<file path="config.mk">
export PLATFORM = sky130hd
export DESIGN_NAME = spi_sram_responder
export DESIGN_NICKNAME = d
export VERILOG_FILES = /design/src/rtl/levenshtein_pkg.sv /design/src/rtl/spi_shifter.sv /design/src/rtl/spi_sram_responder.sv
export SDC_FILE = /design/constraint.sdc
export NUM_CORES = 1
export LEC_CHECK = 0
export CAP_MARGIN = 20
export CORE_ASPECT_RATIO = 0.5
export CORE_MARGIN = 5
export CORE_UTILIZATION = 35
export CTS_CLUSTER_SIZE = 20
export DETAILED_ROUTE_END_ITERATION = 8
export PLACE_DENSITY = 0.69
export SLEW_MARGIN = 20
export SYNTH_ARGS = -nofsm -noshare
export SYNTH_HDL_FRONTEND = slang
export SYNTH_SLANG_ARGS = --single-unit
</file>
<file path="constraint.sdc">
create_clock -name clk_i -period 1.9 [get_ports clk_i]
set_input_delay 0.38 -clock clk_i [delete_from_list [all_inputs] [get_ports clk_i]]
set_output_delay 0.38 -clock clk_i [all_outputs]
set_load 0.05 [all_outputs]
</file>
<file path="src/rtl/levenshtein_pkg.sv">
// rtl/levenshtein_pkg.sv - Wishbone cycle/burst codes, SPI SRAM opcodes and responder state type
package levenshtein_pkg;

    localparam logic [2:0] CTI_CLASSIC           = 3'b000;
    localparam logic [2:0] CTI_INCREMENTAL_BURST = 3'b010;
    localparam logic [2:0] CTI_END_OF_BURST      = 3'b111;
    localparam logic [1:0] BTE_LINEAR_BURST      = 2'b00;

    localparam logic [7:0] SRAM_CMD_READ  = 8'h03;
    localparam logic [7:0] SRAM_CMD_WRITE = 8'h02;

    typedef enum logic [2:0] {
        ST_IDLE,
        ST_CMD,
        ST_DATA,
        ST_ACK,
        ST_BURST,
        ST_CS_HIGH
    } sram_state_e;

    // Device select 1..3 drives chip-select line 0..2 low; 0 leaves all high.
    function automatic logic [2:0] cs_decode(input logic [1:0] cfg);
        logic [2:0] sel;
        sel = 3'b001 << (cfg - 2'd1);
        return ~sel;
    endfunction

endpackage

</file>
<file path="src/rtl/spi_shifter.sv">
// rtl/spi_shifter.sv - MSB-first mode-0 SPI shift engine shared by command and data phases
module spi_shifter (
    input  logic        clk_i,
    input  logic        rst_ni,
    input  logic        start,
    input  logic        abort,
    input  logic [31:0] load_data,
    input  logic [5:0]  load_bits,
    input  logic        miso,
    output logic        sck,
    output logic        mosi,
    output logic        done,
    output logic [7:0]  rx_byte
);

    logic [31:0] shreg;
    logic [5:0]  bits_left;
    logic        busy;

    // sck doubles as the phase flag: low = setup half, high = sample half
    assign done    = busy & sck & (bits_left == 6'd1);
    assign rx_byte = {shreg[6:0], miso};

    always_ff @(posedge clk_i) begin
        if (!rst_ni || abort) begin
            shreg     <= '0;
            bits_left <= '0;
            busy      <= 1'b0;
            sck       <= 1'b0;
            mosi      <= 1'b0;
        end else if (start) begin
            shreg     <= load_data;
            bits_left <= load_bits;
            busy      <= 1'b1;
            sck       <= 1'b0;
            mosi      <= load_data[31];
        end else if (busy) begin
            if (!sck) begin
                sck <= 1'b1;
            end else begin
                shreg     <= {shreg[30:0], miso};
                bits_left <= bits_left - 6'd1;
                sck       <= 1'b0;
                if (bits_left == 6'd1) begin
                    busy <= 1'b0;
                    mosi <= 1'b0;
                end else begin
                    mosi <= shreg[30];
                end
            end
        end
    end

endmodule

</file>
<file path="src/rtl/spi_sram_responder.sv">
// rtl/spi_sram_responder.sv - Wishbone B4 byte slave backed by a 23LC-class SPI SRAM
// Define SPI_SRAM_BURST_EN to keep CS low across linear incremental bursts.
module spi_sram_responder #(
    parameter int ADDR_WIDTH = 24
) (
    input  logic                  clk_i,
    input  logic                  rst_ni,
    input  logic                  wbs_cyc_i,
    input  logic                  wbs_stb_i,
    input  logic                  wbs_we_i,
    input  logic [ADDR_WIDTH-1:0] wbs_adr_i,
    input  logic [7:0]            wbs_dat_i,
    input  logic [2:0]            wbs_cti_i,
    input  logic [1:0]            wbs_bte_i,
    output logic                  wbs_ack_o,
    output logic                  wbs_err_o,
    output logic                  wbs_rty_o,
    output logic [7:0]            wbs_dat_o,
    input  logic [1:0]            sram_config_i,
    output logic                  spi_sck_o,
    output logic                  spi_mosi_o,
    input  logic                  spi_miso_i,
    output logic [2:0]            spi_cs_n_o
);
    import levenshtein_pkg::*;

    sram_state_e state;
    logic        we_q;
    logic [23:0] adr_q;
    logic [7:0]  dat_q;
    logic        req;
    logic        sh_start;
    logic        sh_abort;
    logic        sh_done;
    logic [31:0] sh_data;
    logic [5:0]  sh_bits;
    logic [7:0]  rx_byte;

    assign req       = wbs_cyc_i & wbs_stb_i;
    assign wbs_rty_o = 1'b0;

`ifdef SPI_SRAM_BURST_EN
    logic burst_q;
    logic burst_beat;
    logic beat_continues;

    assign burst_beat     = (wbs_cti_i == CTI_INCREMENTAL_BURST) && (wbs_bte_i == BTE_LINEAR_BURST);
    // The SRAM auto-increments, so only an exact +1 (mod 2^24) beat may skip the command.
    assign beat_continues = req
                          && (wbs_cti_i == CTI_INCREMENTAL_BURST || wbs_cti_i == CTI_END_OF_BURST)
                          && (wbs_we_i == we_q)
                          && (wbs_adr_i[23:0] == adr_q + 24'd1);
`else
    logic unused_burst_inputs;
    assign unused_burst_inputs = ^{wbs_cti_i, wbs_bte_i};
`endif

    always_comb begin
        sh_start = 1'b0;
        sh_data  = 32'h0;
        sh_bits  = 6'd8;
        case (state)
            ST_IDLE: if (req && sram_config_i != 2'd0) begin
                sh_start = 1'b1;
                sh_bits  = 6'd32;
                sh_data  = {wbs_we_i ? SRAM_CMD_WRITE : SRAM_CMD_READ, wbs_adr_i[23:0]};
            end
            ST_CMD: if (wbs_cyc_i && sh_done) begin
                sh_start = 1'b1;
                sh_data  = {we_q ? dat_q : 8'h00, 24'h0};
            end
`ifdef SPI_SRAM_BURST_EN
            ST_BURST: if (beat_continues) begin
                sh_start = 1'b1;
                sh_data  = {wbs_we_i ? wbs_dat_i : 8'h00, 24'h0};
            end
`endif
            default: ;
        endcase
    end

    assign sh_abort = (state == ST_CMD || state == ST_DATA) && !wbs_cyc_i;

    spi_shifter u_shifter (
        .clk_i     (clk_i),
        .rst_ni    (rst_ni),
        .start     (sh_start),
        .abort     (sh_abort),
        .load_data (sh_data),
        .load_bits (sh_bits),
        .miso      (spi_miso_i),
        .sck       (spi_sck_o),
        .mosi      (spi_mosi_o),
        .done      (sh_done),
        .rx_byte   (rx_byte)
    );

    always_ff @(posedge clk_i) begin
        if (!rst_ni) begin
            state      <= ST_IDLE;
            we_q       <= 1'b0;
            adr_q      <= 24'h0;
            dat_q      <= 8'h00;
            wbs_ack_o  <= 1'b0;
            wbs_err_o  <= 1'b0;
            wbs_dat_o  <= 8'h00;
            spi_cs_n_o <= 3'b111;
`ifdef SPI_SRAM_BURST_EN
            burst_q    <= 1'b0;
`endif
        end else begin
            wbs_ack_o <= 1'b0;
            wbs_err_o <= 1'b0;
            case (state)
                ST_IDLE: if (req) begin
                    if (sram_config_i == 2'd0) begin
                        wbs_err_o <= 1'b1;
                        state     <= ST_ACK;
`ifdef SPI_SRAM_BURST_EN
                        burst_q   <= 1'b0;
`endif
                    end else begin
                        we_q       <= wbs_we_i;
                        adr_q      <= wbs_adr_i[23:0];
                        dat_q      <= wbs_dat_i;
                        spi_cs_n_o <= cs_decode(sram_config_i);
                        state      <= ST_CMD;
`ifdef SPI_SRAM_BURST_EN
                        burst_q    <= burst_beat;
`endif
                    end
                end
                ST_CMD: begin
                    if (!wbs_cyc_i) begin
                        spi_cs_n_o <= 3'b111;
                        state      <= ST_CS_HIGH;
                    end else if (sh_done) begin
                        state <= ST_DATA;
                    end
                end
                ST_DATA: begin
                    if (!wbs_cyc_i) begin
                        spi_cs_n_o <= 3'b111;
                        state      <= ST_CS_HIGH;
                    end else if (sh_done) begin
                        wbs_ack_o <= 1'b1;
                        wbs_dat_o <= we_q ? 8'h00 : rx_byte;
                        state     <= ST_ACK;
                    end
                end
                ST_ACK: begin
`ifdef SPI_SRAM_BURST_EN
                    if (burst_q) begin
                        state <= ST_BURST;
                    end else begin
                        spi_cs_n_o <= 3'b111;
                        state      <= ST_CS_HIGH;
                    end
`else
                    spi_cs_n_o <= 3'b111;
                    state      <= ST_CS_HIGH;
`endif
                end
`ifdef SPI_SRAM_BURST_EN
                ST_BURST: begin
                    if (!wbs_cyc_i) begin
                        spi_cs_n_o <= 3'b111;
                        state      <= ST_CS_HIGH;
                    end else if (beat_continues) begin
                        we_q    <= wbs_we_i;
                        adr_q   <= wbs_adr_i[23:0];
                        dat_q   <= wbs_dat_i;
                        burst_q <= burst_beat;
                        state   <= ST_DATA;
                    end else if (req) begin
                        spi_cs_n_o <= 3'b111;
                        state      <= ST_CS_HIGH;
                    end
                end
`endif
                ST_CS_HIGH: state <= ST_IDLE;
                default:    state <= ST_IDLE;
            endcase
        end
    end

endmodule

</file>
Word level (Yosys, flattened, before mapping)
Cells that the tools add are included.
{"block": "totals", "inputBits": 45, "output_inout_bits": 16, "register_bits": 65}
{"block": "classes", "n_shift": 1, "n_bitwise": 5, "mux": 39, "n_reduce_logical": 22, "addsub": 2, "eq_ne": 9}
{"op": "31-bit 2-to-1 mux", "count": 3}
{"op": "32-bit one-hot mux with 2 select lines", "count": 1}
{"op": "32-bit 2-to-1 mux", "count": 1}
{"op": "6-bit 2-to-1 mux", "count": 5}
{"op": "26-bit 2-to-1 mux", "count": 1}
{"op": "3-bit 2-to-1 mux", "count": 8}
{"op": "8-bit 2-to-1 mux", "count": 2}
{"op": "3-bit AND reduction", "count": 5}
{"op": "1-bit 2-to-1 mux", "count": 14}
{"op": "3-bit one-hot mux with 4 select lines", "count": 1}
{"op": "3-bit one-hot mux with 3 select lines", "count": 1}
{"op": "3-bit by 2-bit == test with 1-bit output, second input constant", "count": 2}
{"op": "6-bit by 1-bit == test with 1-bit output, second input constant", "count": 1}
{"op": "2-bit inequality test, second input constant", "count": 3}
{"op": "3-bit inequality test, second input constant", "count": 2}
{"op": "2-bit nonzero test", "count": 3}
{"op": "6-bit by 1-bit subtractor with 6-bit output, second input constant", "count": 1}
{"op": "4-bit AND reduction", "count": 1}
{"op": "2-bit OR reduction", "count": 2}
{"op": "1-bit bitwise AND", "count": 3}
{"op": "3-bit by 1-bit == test with 1-bit output, second input constant", "count": 1}
{"op": "1-bit logical AND", "count": 3}
{"op": "3-bit zero test", "count": 1}
{"op": "3-bit inverter", "count": 1}
{"op": "10 further kinds", "count": 12}

Depth between registers and ports, before layout
{"block": "depth", "word_depth": 7, "ltp_mapped": 7}

Cells and area by module
Synthesis repeated with hierarchy kept, for this count alone.
{"block": "hier_totals", "cells_unflattened": 410, "area_unflattened_um2": 3291.9}
{"module": "spi_shifter", "seq_area_each_um2": 800.8, "cells_per_inst": 240, "area_each_um2": 1908.1, "n_inst": 1}
{"module": "spi_sram_responder", "seq_area_each_um2": 500.5, "cells_per_inst": 170, "area_each_um2": 1383.8, "n_inst": 1}

Least setup slack after synthesis
Ideal clock, no wire load.
{"block": "synth_path", "path_type": "reg2reg", "from": "reg u_shifter.sck", "to": "reg wbs_dat_o[0]", "required_time_ns": 1.783, "arrival_ns": 1.761, "path_stages_with_launch": 5, "setup_ns": 0.117, "period_less_slack_ns": 1.878, "setup_slack_ns": 0.022, "n_path_buf": 0, "path_cell_list": "dfxtp_1 and4bb_2 nand2_1 o31a_1 a22o_1"}
{"block": "synth_via", "elab_chain_cells": 3}
{"element": "start, declared", "line_no": "spi_shifter.sv:10", "text": "output logic sck,"}
{"element": "start signal, assigned", "line_no": "spi_shifter.sv:29", "text": "sck <= 1'b0;"}
{"element": "start signal, assigned", "line_no": "spi_shifter.sv:35", "text": "sck <= 1'b0;"}
{"element": "start signal, assigned", "line_no": "spi_shifter.sv:39", "text": "sck <= 1'b1;"}
{"element": "1-bit bitwise AND (2 in series)", "line_no": "spi_shifter.sv:21", "text": "assign done = busy & sck & (bits_left == 6'd1);"}
{"element": "3-bit AND reduction (no source line)"}
{"element": "end signal, assigned", "line_no": "spi_sram_responder.sv:147", "text": "wbs_dat_o <= we_q ? 8'h00 : rx_byte;"}
{"element": "end, declared", "line_no": "spi_sram_responder.sv:18", "text": "output logic [7:0] wbs_dat_o,"}
No other way between the ends.
A chain may end at the register's enable or synchronous reset.

Worst setup path in the final report
{"block": "layout_path", "from": "reg wbs_dat_o[7]", "to": "out wbs_dat_o[7]"}
No word-level cell between the ends.

==> results by group <==
Status
  • Run status: finished, final reports clean

Timing
  • Layout Skew: about 0.005 ns
  • Relative slew margins: 0.601
  • Fin. max-slew vios: 0
  • WHS: 0.462 ns
  • Setup total negative slack: 0 ns
  • Final Hold Fails: 0
  • Fmax: around 540 MHz
  • Worst slew pin tran: 0.596 ns
  • Fin crit period: 1.86 ns
  • Tcrit/Tclk final: 0.980
  • # setup viols final: 0
  • Post-route setup slack: 0.0382 ns

Layout
  • Fillers: 837
  • N_diodes: 0
  • Layout Area Growth over Synthesis: 36.8%
  • Share of post-route cells with drive strength above 1: 0.214
  • Multi-input logic area: 1660 um2
  • Register area: 1300 um2
  • Net count reported at finish: between 400 and 500
  • Finished Layout Cells: ~530

Detailed routing
  • Initial DRC count: 164
  • DRC: 0
  • DRT Pass-1 Iters: 4
  • Routed wire length: 7600 um
  • Antenna-violating nets left: 0
  • Drt via density: 5.17
  • Via count of the routed design: 2,752
  • DR WL/cell: 14.3 um

Floorplanning
  • Ports: 61
  • Initial Util: 0.357
  • Core ar.: 8650 um2
  • Die W: approximately 140 um
  • Die area: 10,900 um2
  • Cell row count: 24
  • Die span in y: 76.5 um

Clock network
  • Cts repair resizes: 1
  • H-tree depth: 3
  • Post-CTS setup buffers: 0
  • Clock buffer depth: 2
  • Worst-skew pair later-pin latency: 0.33 ns
  • CTS tree: done
  • Clk sinks: 65
  • CTS Root Cell: clkbuf_16
  • Hold_buf cts: 0
  • CTS buffer count: 9
  • Clock transition at path regs: ~0.05 ns

Logic synthesis
  • Post-synthesis cell area: ~3100 um2
  • Seq/Total Area, Yosys: 0.421
  • Syn nets: 390
  • Yosys reg bits: 65
  • EDFF count, synth: 0
  • Synth unique cells: 50
  • Ys flop type: dfxtp_1
  • Synth warn: 0
  • Asr flop ratio synth: 0
  • Post-Syn Instances: 343
  • Synthesized area per cell: 9.01 um2

Worst hold path
  • Tightest Hold Check Type: flop to flop
  • Worst Hold Path Cells: 2

Critical path
  • Worst Setup Path Type: flop to primary output
  • Worst Reg2Reg Path Length in Cells: 7
  • Critical Path Source Type: flop
  • CP max stage delay: slightly above 0.8 ns
  • CP Max Fanout: 2
  • Crit-path cells: clkdlybuf4s50_1
  • Slowest library cell on the worst path: clkdlybuf4s50_1
  • Worst EP arrival: approximately 1.5 ns
  • Crit path buffers/inverters: 1
  • Crit. path cell count: 1
  • Top delay family on crit path: buffers and inverters
  • Worst path required time: 1.52 ns
  • Setup crit end kind: primary output

Pwr
  • P_sw: between 1000 and 1500 uW
  • Clock power frac: 0.320
  • Internal Pwr Total: between 3000 and 4000 uW
  • Switching part of the total: 0.324
  • Power density cells: 1090 nW/um2
  • Combinational share of power: 0.306
  • Power, Total: 4620 uW
  • Sequential Power Share: 0.373
  • Leak Pwr: 0.00153 uW
  • Peak supply drop: 0.509 mV

Placement
  • DP Worst Slack: -0.275 ns
  • IO Port Bufs: 54
  • RePlAce Congestion: roughly 0.8
  • DP HPWL: ~5200 um
  • Placed cells: 517

Global route
  • Largest net degree at the start of global routing: 26
  • Vias in the first global route: 2,676
  • Initial antenna violation count: 0
  • Total GRT Usage: 0.146
  • GRT overflow: 0
  • First-pass GRT wire length: 12,900 um

Run
  • Maxcap violations: 0
synthesized netlist by cell type (3+ instances only):
cell type	number	area, um2
a21boi_0	10	75.1
xnor2_1	3	26.3
buf_6	4	45.0
nor4_1	5	31.3
a22o_1	9	78.8
buf_2	13	65.1
and3b_1	3	26.3
or2_2	3	18.8
a211oi_1	9	67.6
a32oi_1	6	52.6
nand2_1	26	97.6
dfxtp_1	65	1300
inv_1	3	11.3
clkbuf_1	9	33.8
o21ai_0	6	30.0
nor3_1	29	145
nor2_1	46	173
nor4_2	20	250
nand3_1	3	15.0
a21oi_1	32	160
power groups by stage:
stage / registers [uW] / clock network [uW] / logic (uW)
floorplan: 1760 / 0 / 937
global placement: 1740 / 0 / 1370
detailed placement: 1750 / 0 / 1400
CTS: 1720 / 1520 / 1410
global route: 1750 / 1570 / 1560
finish: 1720 / 1480 / 1410
layout make-up:
type / count / share of cell area
Tap cell: 117 / 0.0346
Sequential cell: 65 / 0.308
Clock inverter: 3 / 0.00414
Inverter: 3 / 0.00266
Timing Repair Buffer: 86 / 0.200
Clock buffer: 12 / 0.0583
Multi-Input combinational cell: 246 / 0.392
cells in the final DEF (no fill, tap or decap), types with 2 or more instances in the layout:
cell              n
nor4_2           21
or2_2             3
and4bb_2          2
clkdlybuf4s50_1  48
nand3_1           2
buf_12            6
buf_4            31
nor4_1            4
nor2_1           46
nand3b_1          2
dfxtp_1          64
nand4b_1          2
o31ai_4           3
clkbuf_1          2
a22o_1            9
a211oi_1          9
a32oi_1           6
nor4b_1           2
nand2b_1          2
clkinv_2          2
and3b_1           3
ha_1              2
o21ai_0           6
nand2_1          26
xor2_1            2
a21boi_0         10
a21oi_1          32
clkbuf_16         9
xnor2_1           3
nor3_1           29
inv_1             3
through the flow:
step           instance area, um2   util
2_1_floorplan                3090      -
3_5_place_dp                 3920  0.453
5_1_grt                      4230  0.489
3_3_place_gp                 3920  0.453
4_1_cts                      4180  0.484
6_report                     4230  0.489
state kept, by name, summed over array words and instances (netlist names), 3 cells and up:
name and count:
u_shifter.shreg 31, dat_q 8, wbs_dat_o 8, state 3
u_shifter.bits_left 6, spi_cs_n_o 3
cell families (layout without fill, tap and decap cells):
| group | count (synthesis) | count (layout) | synth area share |
|---|---|---|---|
| simple gates | 154 | 154 | 0.304 |
| xor+xnor | 5 | 5 | 0.0142 |
| buf+inv | 32 | 104 | 0.0563 |
| flops | 65 | 65 | 0.421 |
| compound gates | 84 | 84 | 0.195 |
| fa+ha+maj | 2 | 2 | 0.00809 |
| other cells | 1 | 1 | 0.00121 |
routing by layer:
metal / up-vias / GRT usage / share of wire
met5: - / 0 / 0
met4: 0 / 0.0541 / 0.014
met3: 10 / 0.0508 / 0.052
met2: 50 / 0.225 / 0.47
met1: 1301 / 0.188 / 0.47
li1: 1391 / - / -
final timing paths:
check,from,end,slack (ns)
max,wbs_dat_o[7],wbs_dat_o[7],0.04
min,dat_q[0],u_shifter.shreg[24],0.46
max reg2reg,u_shifter.bits_left[1],u_shifter.shreg[25],0.17
min reg2reg,dat_q[0],u_shifter.shreg[24],0.46
(Power assumes the default switching activity.)
